File: src/rtl/rf_stream_ctrl.sv
// Register-file stream controller: FILL writes a word stream into consecutive registers, DUMP streams them out.
// Define RF_DUMP_PIPE_EN for the pipelined DUMP path (2-entry output FIFO, one word per cycle).
module rf_stream_ctrl #(
  parameter int unsigned SEL        = 2,
  parameter int unsigned DATA_WIDTH = 16
) (
  input  logic                  clk,
  input  logic                  rst,
  input  logic                  cmd_valid,
  output logic                  cmd_ready,
  input  logic                  cmd_op,
  input  logic [SEL-1:0]        cmd_base,
  input  logic [SEL:0]          cmd_len,
  input  logic [DATA_WIDTH-1:0] s_data,
  input  logic                  s_valid,
  output logic                  s_ready,
  output logic [DATA_WIDTH-1:0] m_data,
  output logic                  m_valid,
  input  logic                  m_ready,
  output logic [SEL-1:0]        rf_read_addr,
  output logic [SEL-1:0]        rf_write_addr,
  output logic                  rf_w_en,
  output logic [DATA_WIDTH-1:0] rf_in_data,
  input  logic [DATA_WIDTH-1:0] rf_out_data,
  output logic                  busy,
  output logic                  done
);
  localparam int unsigned CW = SEL + 1;
  localparam logic [CW-1:0] DEPTH = CW'(2 ** SEL);

  typedef enum logic [2:0] {IDLE, FILL, RD_ISSUE, RD_CAPT, HOLD, DONE} state_t;

  state_t         state_q, state_d;
  logic [SEL-1:0] addr_q, addr_d, last_rd_q, last_rd_d;
  logic [CW-1:0]  cnt_q, cnt_d, len_c;
  logic           wr_c, issue_c;

`ifdef RF_DUMP_PIPE_EN
  logic [DATA_WIDTH-1:0] fifo_q [2];
  logic                  wp_q, rp_q, infl_q, pop_c;
  logic [1:0]            occ_q;
  logic [CW-1:0]         rem_q, rem_d;

  assign m_valid = (occ_q != 2'd0);
  assign m_data  = fifo_q[rp_q];
  assign pop_c   = m_valid && m_ready;
  // Keep FIFO entries plus in-flight reads within capacity, counting this cycle's pop
  assign issue_c = !rst && (state_q == RD_ISSUE) && (cnt_q != '0) &&
                   ((3'(occ_q) + 3'(infl_q)) < (3'd2 + 3'(pop_c)));
`else
  logic [DATA_WIDTH-1:0] m_data_q, m_data_d;
  logic                  m_valid_q, m_valid_d;

  assign m_valid = m_valid_q;
  assign m_data  = m_data_q;
  assign issue_c = !rst && (state_q == RD_ISSUE);
`endif

  // Command length above the register file depth is clamped
  assign len_c = (cmd_len > DEPTH) ? DEPTH : cmd_len;

  // Outputs decoded from state are forced low while reset is asserted
  assign cmd_ready     = !rst && (state_q == IDLE);
  assign busy          = !rst && (state_q != IDLE);
  assign done          = !rst && (state_q == DONE);
  assign s_ready       = !rst && (state_q == FILL);
  assign wr_c          = s_ready && s_valid;
  assign rf_w_en       = wr_c;
  assign rf_write_addr = wr_c ? addr_q : '0;
  assign rf_in_data    = wr_c ? s_data : '0;
  assign rf_read_addr  = issue_c ? addr_q : last_rd_q;

  always_comb begin
    state_d   = state_q;
    addr_d    = addr_q;
    cnt_d     = cnt_q;
    last_rd_d = issue_c ? addr_q : last_rd_q;
`ifdef RF_DUMP_PIPE_EN
    rem_d     = rem_q;
`else
    m_data_d  = m_data_q;
    m_valid_d = m_valid_q;
`endif
    unique case (state_q)
      IDLE: begin
        if (cmd_valid) begin
          addr_d = cmd_base;
          cnt_d  = len_c;
`ifdef RF_DUMP_PIPE_EN
          rem_d  = len_c;
`endif
          if (len_c == '0)  state_d = DONE;
          else if (cmd_op)  state_d = RD_ISSUE;
          else              state_d = FILL;
        end
      end
      FILL: begin
        if (wr_c) begin
          addr_d = addr_q + SEL'(1);
          cnt_d  = cnt_q - CW'(1);
          if (cnt_q == CW'(1)) state_d = DONE;
        end
      end
`ifdef RF_DUMP_PIPE_EN
      RD_ISSUE: begin
        if (issue_c) begin
          addr_d = addr_q + SEL'(1);
          cnt_d  = cnt_q - CW'(1);
        end
        if (pop_c) begin
          rem_d = rem_q - CW'(1);
          if (rem_q == CW'(1)) state_d = DONE;
        end
      end
`else
      RD_ISSUE: state_d = RD_CAPT;
      RD_CAPT: begin
        m_data_d  = rf_out_data;
        m_valid_d = 1'b1;
        state_d   = HOLD;
      end
      HOLD: begin
        if (m_ready) begin
          m_valid_d = 1'b0;
          addr_d    = addr_q + SEL'(1);
          cnt_d     = cnt_q - CW'(1);
          state_d   = (cnt_q == CW'(1)) ? DONE : RD_ISSUE;
        end
      end
`endif
      DONE:    state_d = IDLE;
      default: state_d = IDLE;
    endcase
  end

  always_ff @(posedge clk) begin
    if (rst) begin
      state_q   <= IDLE;
      addr_q    <= '0;
      cnt_q     <= '0;
      last_rd_q <= '0;
`ifdef RF_DUMP_PIPE_EN
      rem_q     <= '0;
      fifo_q[0] <= '0;
      fifo_q[1] <= '0;
      wp_q      <= 1'b0;
      rp_q      <= 1'b0;
      occ_q     <= 2'd0;
      infl_q    <= 1'b0;
`else
      m_data_q  <= '0;
      m_valid_q <= 1'b0;
`endif
    end else begin
      state_q   <= state_d;
      addr_q    <= addr_d;
      cnt_q     <= cnt_d;
      last_rd_q <= last_rd_d;
`ifdef RF_DUMP_PIPE_EN
      rem_q     <= rem_d;
      // Read data returns one cycle after issue and is pushed into the FIFO
      infl_q    <= issue_c;
      if (infl_q) begin
        fifo_q[wp_q] <= rf_out_data;
        wp_q         <= ~wp_q;
      end
      if (pop_c) rp_q <= ~rp_q;
      occ_q <= occ_q + 2'(infl_q) - 2'(pop_c);
`else
      m_data_q  <= m_data_d;
      m_valid_q <= m_valid_d;
`endif
    end
  end

endmodule

File: config.mk
export PLATFORM = sky130hd
export DESIGN_NAME = rf_stream_ctrl
export DESIGN_NICKNAME = d
export VERILOG_FILES = /design/src/rtl/rf_stream_ctrl.sv
export SDC_FILE = /design/constraint.sdc
export NUM_CORES = 1
export LEC_CHECK = 0
export ABC_AREA = 1
export ABC_CLOCK_PERIOD_IN_PS = 2500
export BUFFER_PORTS_ARGS = -buffer_cell sky130_fd_sc_hd__buf_2
export CAP_MARGIN = 5
export CORE_ASPECT_RATIO = 1.75
export CORE_MARGIN = 3
export CORE_UTILIZATION = 25
export CTS_CLUSTER_DIAMETER = 60
export CTS_CLUSTER_SIZE = 24
export DETAILED_ROUTE_END_ITERATION = 10
export GPL_ROUTABILITY_DRIVEN = 0
export PLACE_DENSITY_LB_ADDON = 0.12
export SLEW_MARGIN = 20
export SYNTH_ARGS = -nofsm -noshare
export SYNTH_HDL_FRONTEND = slang
export SYNTH_SLANG_ARGS = --single-unit
File: constraint.sdc
create_clock -name clk -period 2.5 [get_ports clk]
set_input_delay 0 -clock clk [delete_from_list [all_inputs] [get_ports clk]]
set_output_delay 0 -clock clk [all_outputs]
set_load 0.005 [all_outputs]
==> impl_metrics.prom, run 1 <==
# TYPE chip_impl_metric gauge
chip_impl_info{name="status",value="finished, final reports clean"} 1
chip_impl_metric{name="comb_power_share",unit=""} 0.490
chip_impl_metric{name="start_util",unit=""} 0.2603
chip_impl_metric{name="initialDrtViolationCount",unit=""} 78
chip_impl_info{name="synth.top_cells.by_area",value="dfxtp_1, nor2_1, inv_1, o21ai_0, nand2_1"} 1
chip_impl_info{name="rsz0062_at_grt",value="false"} 1
chip_impl_metric{name="num-nets-final",unit=""} 376
chip_impl_metric{name="synth_fp_nets",unit=""} 277
chip_impl_metric{name="max_slew.worst_pin.slew",unit="ns"} 0.7545
chip_impl_info{name="crit_end",value="rf_in_data[8]"} 1
chip_impl_metric{name="crit_required",unit="ns"} 2.50
chip_impl_metric{name="core.rowCount",unit=""} 36
chip_impl_metric{name="switching_share",unit=""} 0.4307
chip_impl_metric{name="drt_wl_total",unit="um"} 4384
chip_impl_metric{name="floorplan.die.height",unit="um"} 106.9
chip_impl_info{name="layout_commonest_cell",value="buf_2"} 1
chip_impl_metric{name="routed_via_density",unit=""} 4.121
chip_impl_metric{name="grt_overflow",unit=""} 0
chip_impl_metric{name="layout_min_cycle_time",unit="ns"} 1.643
chip_impl_metric{name="switchingPower",unit="uW"} 718.3
chip_impl_info{name="critical_path.reg2reg.startpoint",value="state_q[2]"} 1
chip_impl_info{name="critPathKind",value="flip-flop to output pin"} 1
chip_impl_metric{name="fillCellCount",unit=""} 656
chip_impl_info{name="rr_endpoint",value="state_q[1]"} 1
chip_impl_info{name="timing.critical_path.from_type",value="flip-flop"} 1
chip_impl_metric{name="synth_cells",unit=""} 232
chip_impl_metric{name="hold_viol_final",unit=""} 0
chip_impl_info{name="synth_top_cell_by_area",value="dfxtp_1"} 1
chip_impl_metric{name="placement.io_buffers",unit=""} 84
chip_impl_metric{name="maximum_number_of_pins_on_one_net_before_global_route_repair",unit=""} 26
chip_impl_metric{name="fin_worst_skew",unit="ns"} 0.002289
chip_impl_metric{name="grt_antenna_before_repair",unit=""} 0
chip_impl_metric{name="clock_sinks",unit=""} 27
chip_impl_metric{name="yosysSeqAreaShare",unit=""} 0.3718
chip_impl_metric{name="netlist-cell-type-count",unit=""} 19
chip_impl_metric{name="flow.area_growth_from_synthesis",unit="%"} 47.76
chip_impl_metric{name="number_of_max_capacitance_violations_reported",unit=""} 0
chip_impl_metric{name="floorplan.die_area",unit="um^2"} 6802
chip_impl_metric{name="drt_pass1_iterations",unit=""} 4
chip_impl_metric{name="remaining_drc_errors",unit=""} 0
chip_impl_metric{name="power-per-cell-area",unit="nW/um^2"} 776.2
chip_impl_metric{name="irDropWorstVdd",unit="uV"} 336.1
chip_impl_metric{name="post_route_cells_drive_above_1_share",unit=""} 0.3121
chip_impl_metric{name="final_antenna_net_count",unit=""} 0
chip_impl_metric{name="via_count",unit=""} 1673
chip_impl_metric{name="final_core_util",unit=""} 0.3846
chip_impl_metric{name="cts-buffers-inserted",unit=""} 3
chip_impl_metric{name="post-cts-setup-buffers",unit=""} 0
chip_impl_metric{name="slew_viol_final",unit=""} 0
chip_impl_metric{name="route.detailed.wl_per_inst",unit="um"} 10.80
chip_impl_metric{name="ioPinCount",unit=""} 85
chip_impl_metric{name="clk_transition_reported_paths",unit="ns"} 0.09
chip_impl_metric{name="max_clock_freq",unit="MHz"} 608.5
chip_impl_info{name="hold_class",value="input port to flip-flop"} 1
chip_impl_metric{name="die_w",unit="um"} 63.65
chip_impl_metric{name="syn_area",unit="um^2"} 1454
chip_impl_metric{name="dp.final_hpwl",unit="um"} 3416
chip_impl_metric{name="quantity_of_hold_fixing_buffers_added_after_cts",unit=""} 16
chip_impl_metric{name="netlist.area_leader.share",unit=""} 0.3718
chip_impl_info{name="root_buffer",value="clkbuf_8"} 1
chip_impl_metric{name="timing.critical_path.arrival",unit="ns"} 1.64
chip_impl_info{name="cts_tree",value="done"} 1
chip_impl_metric{name="grt_pass1_vias",unit=""} 1670
chip_impl_metric{name="clk_path_buf_depth",unit=""} 2
chip_impl_metric{name="fin_tns_setup",unit="ns"} 0
chip_impl_metric{name="globalRouteTotalUtil",unit=""} 0.1298
chip_impl_metric{name="cp_max_fo",unit=""} 19
chip_impl_metric{name="p_leak",unit="nW"} 1.216
chip_impl_metric{name="grt_pass1_wl",unit="um"} 7182
chip_impl_metric{name="power.internal",unit="uW"} 949.2
chip_impl_metric{name="floorplan.core_area",unit="um^2"} 5585
chip_impl_metric{name="yosysWarningCount",unit=""} 0
chip_impl_metric{name="yosys_register_bits",unit=""} 27
chip_impl_metric{name="cts_repair_resize_count",unit=""} 0
chip_impl_info{name="critical_path.endpoint_type",value="output pin"} 1
chip_impl_metric{name="antenna_cells",unit=""} 0
chip_impl_info{name="cp_launch_point",value="state_q[0]"} 1
chip_impl_metric{name="htreeDepth",unit=""} 1
chip_impl_metric{name="syn_area_per_cell",unit="um^2"} 6.267
chip_impl_metric{name="setup_viol",unit=""} 0
chip_impl_metric{name="timing.reg2reg.setup_slack",unit="ns"} 1.05
chip_impl_metric{name="power.clock.fraction",unit=""} 0.147
chip_impl_metric{name="reg2reg_depth",unit=""} 8
chip_impl_info{name="layout.cells.most_common_list",value="buf_2, nor2_1, inv_1"} 1
chip_impl_metric{name="timing.final.crit_share",unit=""} 0.6573
chip_impl_metric{name="timing.slew.headroom",unit=""} 0.4965
chip_impl_metric{name="power.sequential.fraction",unit=""} 0.362
chip_impl_metric{name="worstSkewPairLatency",unit="ns"} 0.27
-- kinds of logic (layout without fill, tap and decap cells) --
kind of cell / after synthesis / count (layout) / synth area share
AOI/OAI and AO/OA: 32 / 32 / 0.1179
xor gates and xnor gates: 1 / 1 / 0.006025
adders and majority gates: 2 / 2 / 0.01721
buffers and inverters: 49 / 147 / 0.1291
DFF: 27 / 27 / 0.3718
and+or+nand+nor: 121 / 121 / 0.3580
-- state kept, by name (all words and copies together) (netlist names) --
register	cells
cnt_q	3
addr_q	2
m_data	16
state_q	3
last_rd_q	2
m_valid	1
-- power by group through the flow --
stage                     Combinational [mW]  Sequential, mW  Clock (mW)
after floorplan                        0.572           0.599           0
after global placement                 0.814           0.616           0
after detailed placement               0.809           0.613           0
after CTS                              0.833           0.603       0.265
after global routing                   0.946           0.617       0.279
final                                  0.818           0.604       0.246
-- routing by layer --
layer / part of all wire / vias to the layer above / global-route usage
met5: 0 / - / 0
met4: 0.018 / 0 / 0.05873
met3: 0.044 / 7 / 0.02725
met2: 0.53 / 39 / 0.2558
met1: 0.40 / 727 / 0.1240
li1: - / 900 / -
-- synthesized netlist by cell type (all sizes together) --
cell type / number
nand3: 10
inv: 43
nor3: 5
a21oi: 3
nand2: 27
dfxtp: 27
o21ai: 29
buf: 3
xor2: 1
nor2: 77
clkbuf: 3
ha: 2
nand4: 2
-- per-stage QoR --
stage | hold WS [ns] | setup WS (ns) | area, um^2 | std cells | total power [mW]
6_report | 0.02977 | 0.8567 | 2148 | 406 | 1.668
3_3_place_gp | 0.2511 | 0.9416 | 1943 | 386 | 1.429
5_1_grt | 0.03470 | 0.6661 | 2148 | 406 | 1.843
2_1_floorplan | 0.07071 | 1.294 | 1454 | 232 | 1.171
3_5_place_dp | 0.2581 | 0.9222 | 1943 | 386 | 1.422
4_1_cts | 0.02374 | 0.8294 | 2148 | 406 | 1.702
-- cell type report --
class / count / area (um^2) / share of cell area
multi-input cells: 156 / 725.7 / 0.3378
repair buffers: 100 / 580.6 / 0.2702
flip-flops and latches: 27 / 540.5 / 0.2516
inverters: 43 / 161.4 / 0.07513
well taps: 76 / 95.09 / 0.04426
clock buffers: 4 / 45.04 / 0.02097
-- how the worst min path moves through the flow --
stage               slack [ns]             from            end  depth (start not counted)
floorplan                 0.07        s_data[0]  rf_in_data[0]                          2
detailed placement        0.26  rf_out_data[14]     m_data[14]                          3
global route              0.03              rst        m_valid                          2
global placement          0.25   rf_out_data[0]      m_data[0]                          3
finish                    0.03              rst      addr_q[1]                          2
CTS                       0.02              rst      addr_q[1]                          2
-- worst max-delay path, cell delays in order (launching register included) --
cell and delay, ns:
dfxtp_1 0.51, nand2_1 0.09, nor2_1 0.13, nand3_2 0.31, nor2_1 0.20, buf_2 0.14
(Power assumes the default switching activity.)
==> inputs of run 2 (changes only) <==
--- a/config.mk
+++ b/config.mk
@@ -6,7 +6,7 @@
 export NUM_CORES = 1
 export LEC_CHECK = 0
 export ABC_AREA = 1
-export ABC_CLOCK_PERIOD_IN_PS = 2500
+export ABC_CLOCK_PERIOD_IN_PS = 1630
 export BUFFER_PORTS_ARGS = -buffer_cell sky130_fd_sc_hd__buf_2
 export CAP_MARGIN = 5
 export CORE_ASPECT_RATIO = 1.75
==> constraint.sdc (replaced) <==
create_clock -name clk -period 1.63 [get_ports clk]
set_input_delay 0 -clock clk [delete_from_list [all_inputs] [get_ports clk]]
set_output_delay 0 -clock clk [all_outputs]
set_load 0.005 [all_outputs]
==> run 2 against run 1 <==
Effect of this change: combinational power is 58% higher; register-to-register slack worse by 0.87 ns; clock-buffer cell count stayed put; global-route usage is 0.36 points lower; critical path type unchanged; final cell count is 0.74% higher; largest cell class unchanged.
==> impl_metrics.prom, run 2 (synthesis gave the netlist of run 1 again) <==
# TYPE chip_impl_metric gauge
chip_impl_metric{name="power-per-cell-area",unit="nW/um^2"} 1189
chip_impl_metric{name="timing.critical_path.arrival",unit="ns"} 1.52
chip_impl_info{name="layout.cells.most_common_list",value="buf_2, nor2_1, inv_1"} 1
chip_impl_info{name="critical_path.top_delay_family",value="flip-flops"} 1
chip_impl_metric{name="hold_viol_final",unit=""} 0
chip_impl_metric{name="timing.final.crit_share",unit=""} 0.9353
chip_impl_info{name="critical_path.endpoint_type",value="output pin"} 1
chip_impl_metric{name="max_slew.worst_pin.slew",unit="ns"} 0.5230
chip_impl_metric{name="fin_tns_setup",unit="ns"} 0
chip_impl_metric{name="remaining_drc_errors",unit=""} 0
chip_impl_info{name="crit_path_cell_trace",value="inv_2, nand4_1, o21ai_0, inv_1, buf_2"} 1
chip_impl_info{name="hold_class",value="input port to flip-flop"} 1
chip_impl_metric{name="final_antenna_net_count",unit=""} 0
chip_impl_metric{name="floorplan.die_area",unit="um^2"} 6802
chip_impl_info{name="critPathKind",value="flip-flop to output pin"} 1
chip_impl_metric{name="htreeDepth",unit=""} 1
chip_impl_metric{name="fillCellCount",unit=""} 664
chip_impl_metric{name="worst_slack",unit="ns"} 0.1055
chip_impl_metric{name="initialDrtViolationCount",unit=""} 56
chip_impl_metric{name="clock_sinks",unit=""} 27
chip_impl_metric{name="irDropWorstVdd",unit="uV"} 562.7
chip_impl_metric{name="critical_path_s_largest_stage_delay",unit="ns"} 0.41
chip_impl_metric{name="grt_overflow",unit=""} 0
chip_impl_metric{name="clk_transition_reported_paths",unit="ns"} 0.10
chip_impl_metric{name="floorplan.core_area",unit="um^2"} 5585
chip_impl_metric{name="antenna_cells",unit=""} 0
chip_impl_metric{name="pre_cts_ws",unit="ns"} 0.2208
chip_impl_info{name="status",value="finished, final reports clean"} 1
chip_impl_metric{name="sequential_cell_area",unit="um^2"} 541.8
chip_impl_info{name="root_buffer",value="clkbuf_8"} 1
chip_impl_metric{name="slew_viol_final",unit=""} 0
chip_impl_metric{name="maximum_number_of_pins_on_one_net_before_global_route_repair",unit=""} 20
chip_impl_metric{name="layout_min_cycle_time",unit="ns"} 1.524
chip_impl_metric{name="route.detailed.wl_per_inst",unit="um"} 10.93
chip_impl_info{name="rsz0062_at_grt",value="false"} 1
chip_impl_metric{name="largest_register_ffs",unit=""} 16
chip_impl_metric{name="ioPinCount",unit=""} 85
chip_impl_metric{name="core.rowCount",unit=""} 36
chip_impl_metric{name="p_leak",unit="nW"} 1.227
chip_impl_info{name="cts_tree",value="done"} 1
chip_impl_metric{name="start_util",unit=""} 0.2603
chip_impl_metric{name="crit_required",unit="ns"} 1.63
chip_impl_metric{name="drt_wl_total",unit="um"} 4472
chip_impl_info{name="slowest_stage",value="dfxtp_1"} 1
chip_impl_metric{name="grt_antenna_before_repair",unit=""} 0
chip_impl_metric{name="die_w",unit="um"} 63.65
chip_impl_metric{name="max_clock_freq",unit="MHz"} 656.0
chip_impl_metric{name="drt_pass1_iterations",unit=""} 4
chip_impl_metric{name="fin_worst_skew",unit="ns"} 0.004443
chip_impl_metric{name="setup_viol",unit=""} 0
chip_impl_metric{name="globalRouteTotalUtil",unit=""} 0.1263
chip_impl_metric{name="cp_max_fo",unit=""} 7
chip_impl_metric{name="cts-buffers-inserted",unit=""} 3
chip_impl_metric{name="num-nets-final",unit=""} 379
chip_impl_metric{name="number_of_max_capacitance_violations_reported",unit=""} 0
chip_impl_metric{name="grt_pass1_wl",unit="um"} 6948
chip_impl_metric{name="worstSkewPairLatency",unit="ns"} 0.27
chip_impl_metric{name="routed_via_density",unit=""} 4.115
chip_impl_metric{name="critical_path_buf_inv_count",unit=""} 3
chip_impl_metric{name="floorplan.die.height",unit="um"} 106.9
chip_impl_metric{name="flow.area_growth_from_synthesis",unit="%"} 50.60
chip_impl_metric{name="timing.slew.headroom",unit=""} 0.6509
chip_impl_metric{name="placement.io_buffers",unit=""} 84
chip_impl_metric{name="multi_input_comb_area",unit="um^2"} 750.7
chip_impl_metric{name="post-cts-setup-buffers",unit=""} 0
chip_impl_metric{name="clk_path_buf_depth",unit=""} 2
chip_impl_metric{name="grt_pass1_vias",unit=""} 1562
chip_impl_info{name="timing.critical_path.from_type",value="flip-flop"} 1
chip_impl_metric{name="post_route_cells_drive_above_1_share",unit=""} 0.3243
chip_impl_metric{name="via_count",unit=""} 1683
chip_impl_metric{name="dp.final_hpwl",unit="um"} 3446
chip_impl_info{name="layout_commonest_cell",value="buf_2"} 1
run 2: changes by cell type in the layout (fill, tap and decap cells not counted), sizes merged:
cell and change:
buf +2, nand3 +1
run 2: layout make-up:
class / instances / area share
Clock buffer: 4 / 0.02057
Sequential cell: 27 / 0.2474
Timing Repair Buffer: 102 / 0.2720
Multi-Input combinational cell: 157 / 0.3429
Inverter: 43 / 0.07371
Tap cell: 76 / 0.04343
run 2: path summary, 6_finish.rpt:
| check | from | end | slack [ns] | cells after the start |
|---|---|---|---|---|
| worst max-delay path | state_q[2] | rf_read_addr[1] | 0.11 | 5 |
| worst min-delay path | rst | m_valid | 0.04 | 2 |
| worst max register to register | state_q[2] | cnt_q[2] | 0.18 | 7 |
| worst min register to register | m_data[1] | m_data[1] | 0.48 | 2 |
run 2: power by group:
group | total [mW] | internal (mW) | switching [mW] | leakage, nW
sequential | 0.922 | 0.799 | 0.123 | 0.220
combinational | 1.29 | 0.500 | 0.794 | 0.985
clock | 0.387 | 0.175 | 0.211 | 0.0228
total | 2.60 | 1.47 | 1.13 | 1.23
run 2: per-stage QoR:
step | util | hold slack (ns) | power (mW) | area [um^2] | std cells
detailed placement | 0.3506 | 0.2571 | 2.177 | 1958 | 388
floorplan | - | 0.07071 | 1.796 | 1454 | 232
global route | 0.3920 | 0.05450 | 2.867 | 2190 | 409
finish | 0.3920 | 0.03825 | 2.602 | 2190 | 409
global placement | 0.3506 | 0.2479 | 2.186 | 1958 | 388
CTS | 0.3887 | 0.03609 | 2.607 | 2171 | 408
run 2: what timing repair did:
action | 4_1_cts | 5_1_grt
hold buffers | 16 | 0
pin swaps | 0 | 1
cloned | 0 | 1
endpoints found under the hold margin | 16 | 0
endpoints found under the setup margin | 17 | 18
resized for setup | 1 | 4
run 2: routing by layer:
layer | routed length, um | GRT usage | part of all wire
met5 | 0 | 0 | 0
met4 | 38 | 0.03555 | 0.0085
met3 | 163 | 0.01992 | 0.036
met2 | 2477 | 0.2423 | 0.55
met1 | 1792 | 0.1393 | 0.40
==> inputs of run 3 (changes only) <==
--- a/config.mk
+++ b/config.mk
@@ -5,7 +5,6 @@
 export SDC_FILE = /design/constraint.sdc
 export NUM_CORES = 1
 export LEC_CHECK = 0
-export ABC_AREA = 1
 export ABC_CLOCK_PERIOD_IN_PS = 1630
 export BUFFER_PORTS_ARGS = -buffer_cell sky130_fd_sc_hd__buf_2
 export CAP_MARGIN = 5
==> run 3 against run 2 <==
Effect of this change: final area up 2.9%; register-to-register slack got worse by 0.03 ns; wire length is essentially flat; clock-buffer cell count shrank 1; non-clock buffer count increased by 13; clock power barely moved; total power shrank 30%; sequential share of layout area fell by 0.59 points; worst hold slack got worse by 0.0085 ns; final cell count decreased by 12%.
==> impl_metrics.prom, run 3 <==
# TYPE chip_impl_metric gauge
chip_impl_info{name="status",value="finished, final reports clean"} 1
chip_impl_metric{name="ioPinCount",unit=""} 85
chip_impl_metric{name="power.internal",unit="mW"} 1.232
chip_impl_metric{name="drt_pass1_iterations",unit=""} 4
chip_impl_metric{name="synth_enable_flop_cells",unit=""} 0
chip_impl_metric{name="placed_cells_incl_taps",unit=""} 335
chip_impl_info{name="critical_path.reg2reg.startpoint",value="state_q[2]"} 1
chip_impl_info{name="rr_endpoint",value="addr_q[0]"} 1
chip_impl_metric{name="max_slew.worst_pin.slew",unit="ns"} 0.4012
chip_impl_metric{name="fin_tns_setup",unit="ns"} 0
chip_impl_metric{name="post_place_cell_area",unit="um^2"} 1991
chip_impl_metric{name="power.sequential.fraction",unit=""} 0.428
chip_impl_metric{name="timing.critical_path.arrival",unit="ns"} 1.54
chip_impl_metric{name="switching_share",unit=""} 0.3264
chip_impl_info{name="layout_commonest_cell",value="buf_2"} 1
chip_impl_metric{name="syn_area_per_cell",unit="um^2"} 8.059
chip_impl_metric{name="routed_via_density",unit=""} 4.476
chip_impl_metric{name="grt_overflow",unit=""} 0
chip_impl_metric{name="synth_cells",unit=""} 179
chip_impl_metric{name="min_path_cells",unit=""} 3
chip_impl_metric{name="power.clock.fraction",unit=""} 0.212
chip_impl_metric{name="hold_viol_final",unit=""} 0
chip_impl_metric{name="syn_area",unit="um^2"} 1443
chip_impl_metric{name="fillCellCount",unit=""} 600
chip_impl_metric{name="yosys_register_bits",unit=""} 27
chip_impl_metric{name="via_count",unit=""} 1607
chip_impl_info{name="cts_tree",value="done"} 1
chip_impl_metric{name="worst_slack",unit="ns"} 0.09001
chip_impl_metric{name="flow.area_growth_from_synthesis",unit="%"} 56.20
chip_impl_metric{name="routed-wl-met3",unit="um"} 266
chip_impl_metric{name="post_route_design_area",unit="um^2"} 2253
chip_impl_metric{name="crit_required",unit="ns"} 1.63
chip_impl_info{name="hold_path_startpoint",value="cmd_len[0]"} 1
chip_impl_metric{name="die_w",unit="um"} 63.43
chip_impl_metric{name="postSynth.asyncResetShare",unit=""} 0
chip_impl_metric{name="pre_cts_ws",unit="ns"} 0.1166
chip_impl_info{name="yosys.cell_count.top_type",value="nand2_1"} 1
chip_impl_metric{name="power-per-cell-area",unit="nW/um^2"} 811.9
chip_impl_info{name="rsz0062_at_grt",value="false"} 1
chip_impl_metric{name="reg2reg_depth",unit=""} 6
chip_impl_metric{name="drt_wl_total",unit="um"} 4473
chip_impl_metric{name="clk_transition_reported_paths",unit="ns"} 0.10
chip_impl_metric{name="cts-buffers-inserted",unit=""} 3
chip_impl_metric{name="initialDrtViolationCount",unit=""} 56
chip_impl_metric{name="fin_worst_skew",unit="ns"} 0.005970
chip_impl_metric{name="num-nets-final",unit=""} 329
chip_impl_info{name="top_layer",value="met4"} 1
chip_impl_metric{name="core.rowCount",unit=""} 36
chip_impl_metric{name="wl_met1",unit="um"} 1710
chip_impl_metric{name="worstSkewPairLatency",unit="ns"} 0.27
chip_impl_metric{name="irDropWorstVdd",unit="uV"} 385.9
chip_impl_info{name="layout.cells.most_common_list",value="buf_2, nand2_1, dfxtp_1"} 1
chip_impl_info{name="synth_ff_type",value="dfxtp_1"} 1
chip_impl_info{name="synth_top_cell_by_area",value="dfxtp_1"} 1
chip_impl_metric{name="remaining_drc_errors",unit=""} 0
chip_impl_metric{name="yosysSeqAreaShare",unit=""} 0.3747
chip_impl_metric{name="clock_sinks",unit=""} 27
chip_impl_metric{name="final_antenna_net_count",unit=""} 0
chip_impl_metric{name="setup_viol",unit=""} 0
chip_impl_metric{name="htreeDepth",unit=""} 1
chip_impl_metric{name="cp_max_fo",unit=""} 4
chip_impl_info{name="timing.critical_path.from_type",value="flip-flop"} 1
chip_impl_metric{name="max_clock_freq",unit="MHz"} 649.4
chip_impl_metric{name="largest_register_ffs",unit=""} 16
chip_impl_metric{name="holdWs",unit="ns"} 0.02974
chip_impl_info{name="critPathKind",value="flip-flop to output pin"} 1
chip_impl_metric{name="layout_min_cycle_time",unit="ns"} 1.540
chip_impl_metric{name="comb_power_share",unit=""} 0.360
chip_impl_metric{name="number_of_max_capacitance_violations_reported",unit=""} 0
chip_impl_metric{name="start_util",unit=""} 0.2583
chip_impl_metric{name="synth_fp_nets",unit=""} 224
chip_impl_metric{name="placement.io_buffers",unit=""} 84
chip_impl_metric{name="floorplan.core_area",unit="um^2"} 5585
chip_impl_metric{name="layout.cells.non_filler",unit=""} 359
chip_impl_metric{name="timing.slew.headroom",unit=""} 0.7326
chip_impl_info{name="root_buffer",value="clkbuf_8"} 1
chip_impl_metric{name="final_core_util",unit=""} 0.4035
chip_impl_info{name="synth_commonest_cells",value="nand2_1, dfxtp_1, a21oi_1, and3_1"} 1
chip_impl_metric{name="met2RoutedLength",unit="um"} 2420
chip_impl_metric{name="maximum_number_of_pins_on_one_net_before_global_route_repair",unit=""} 22
chip_impl_metric{name="netlist-cell-type-count",unit=""} 40
chip_impl_info{name="hold_class",value="input port to flip-flop"} 1
chip_impl_metric{name="netlist.area_leader.share",unit=""} 0.3747
chip_impl_info{name="synth.top_cells.by_area",value="dfxtp_1, nand2_1, and3_1, a21oi_1, nor2b_1"} 1
chip_impl_metric{name="switchingPower",unit="uW"} 597.2
chip_impl_metric{name="yosysWarningCount",unit=""} 0
chip_impl_metric{name="clk_path_buf_depth",unit=""} 2
chip_impl_info{name="critical_path.endpoint_type",value="output pin"} 1
chip_impl_metric{name="timing.reg2reg.setup_slack",unit="ns"} 0.15
chip_impl_metric{name="globalRouteTotalUtil",unit=""} 0.1284
chip_impl_metric{name="route.detailed.wl_per_inst",unit="um"} 12.46
chip_impl_metric{name="dp.final_hpwl",unit="um"} 3275
chip_impl_metric{name="grt_antenna_before_repair",unit=""} 0
chip_impl_metric{name="floorplan.die.height",unit="um"} 106.5
chip_impl_metric{name="floorplan.die_area",unit="um^2"} 6754
chip_impl_metric{name="antenna_cells",unit=""} 0
chip_impl_metric{name="post_route_cells_drive_above_1_share",unit=""} 0.3993
chip_impl_metric{name="grt_pass1_wl",unit="um"} 7003
chip_impl_metric{name="timing.final.crit_share",unit=""} 0.9448
chip_impl_info{name="min_delay_worst_endpoint",value="cnt_q[0]"} 1
chip_impl_metric{name="grt_pass1_vias",unit=""} 1576
chip_impl_metric{name="total_power",unit="mW"} 1.830
chip_impl_metric{name="p_leak",unit="nW"} 1.109
chip_impl_metric{name="slew_viol_final",unit=""} 0
==> run 3: final cells by class <==
cell class / instances / area [um^2] / area share
clock inverter: 1 / 5.005 / 0.002221
multi-input combinational: 134 / 820.8 / 0.3642
timing repair buffer: 115 / 735.7 / 0.3265
inverter: 3 / 11.26 / 0.004997
clock buffer: 3 / 41.29 / 0.01832
sequential: 27 / 544.3 / 0.2415
tap: 76 / 95.09 / 0.04220
==> run 3: timing repair <==
action	in CTS	in global routing
resized for setup	2	8
buffers inserted	1	1
hold buffers	17	0
setup endpoints to repair	19	23
pin swaps	1	1
endpoints found under the hold margin	17	0
gates cloned	1	1
==> run 3: critical path, stage by stage, from the launching register on <==
cell	delay (ns)
dfxtp_2	0.38
inv_1	0.11
nor4_4	0.27
mux2_2	0.37
buf_2	0.13
==> run 3: worst max-delay path by stage <==
stage	endpoint	slack, ns	from
2_1_floorplan	last_rd_q[0]	0.24	state_q[0]
3_3_place_gp	addr_q[0]	0.17	state_q[2]
3_5_place_dp	addr_q[0]	0.12	state_q[2]
4_1_cts	rf_read_addr[1]	0.01	state_q[1]
5_1_grt	rf_read_addr[1]	0.006	state_q[1]
6_report	rf_read_addr[1]	0.09	state_q[1]
==> run 3: layer usage <==
layer,up-vias,track usage
li1,824,-
met3,8,0.01691
met5,-,0
met2,67,0.2536
met4,0,0.04482
met1,708,0.1334
==> run 3: logic make-up (layout without fill, tap and decap cells) <==
kind of cell / count (synthesis) / after routing / share of synthesized area
DFF: 27 / 27 / 0.3747
muxes: 5 / 5 / 0.03643
adders and majority gates: 2 / 2 / 0.01734
buffers and inverters: 18 / 122 / 0.05984
xor gates and xnor gates: 1 / 1 / 0.006072
and+or+nand+nor: 87 / 87 / 0.3313
AOI/OAI and AO/OA: 39 / 39 / 0.1743
==> run 3: power groups by stage <==
| stage | logic, mW | registers [mW] | clock network (mW) |
|---|---|---|---|
| 2_1_floorplan | 0.403 | 0.774 | 0 |
| 3_3_place_gp | 0.617 | 0.791 | 0 |
| 3_5_place_dp | 0.618 | 0.789 | 0 |
| 4_1_cts | 0.665 | 0.774 | 0.404 |
| 5_1_grt | 0.736 | 0.793 | 0.440 |
| 6_report | 0.659 | 0.783 | 0.388 |
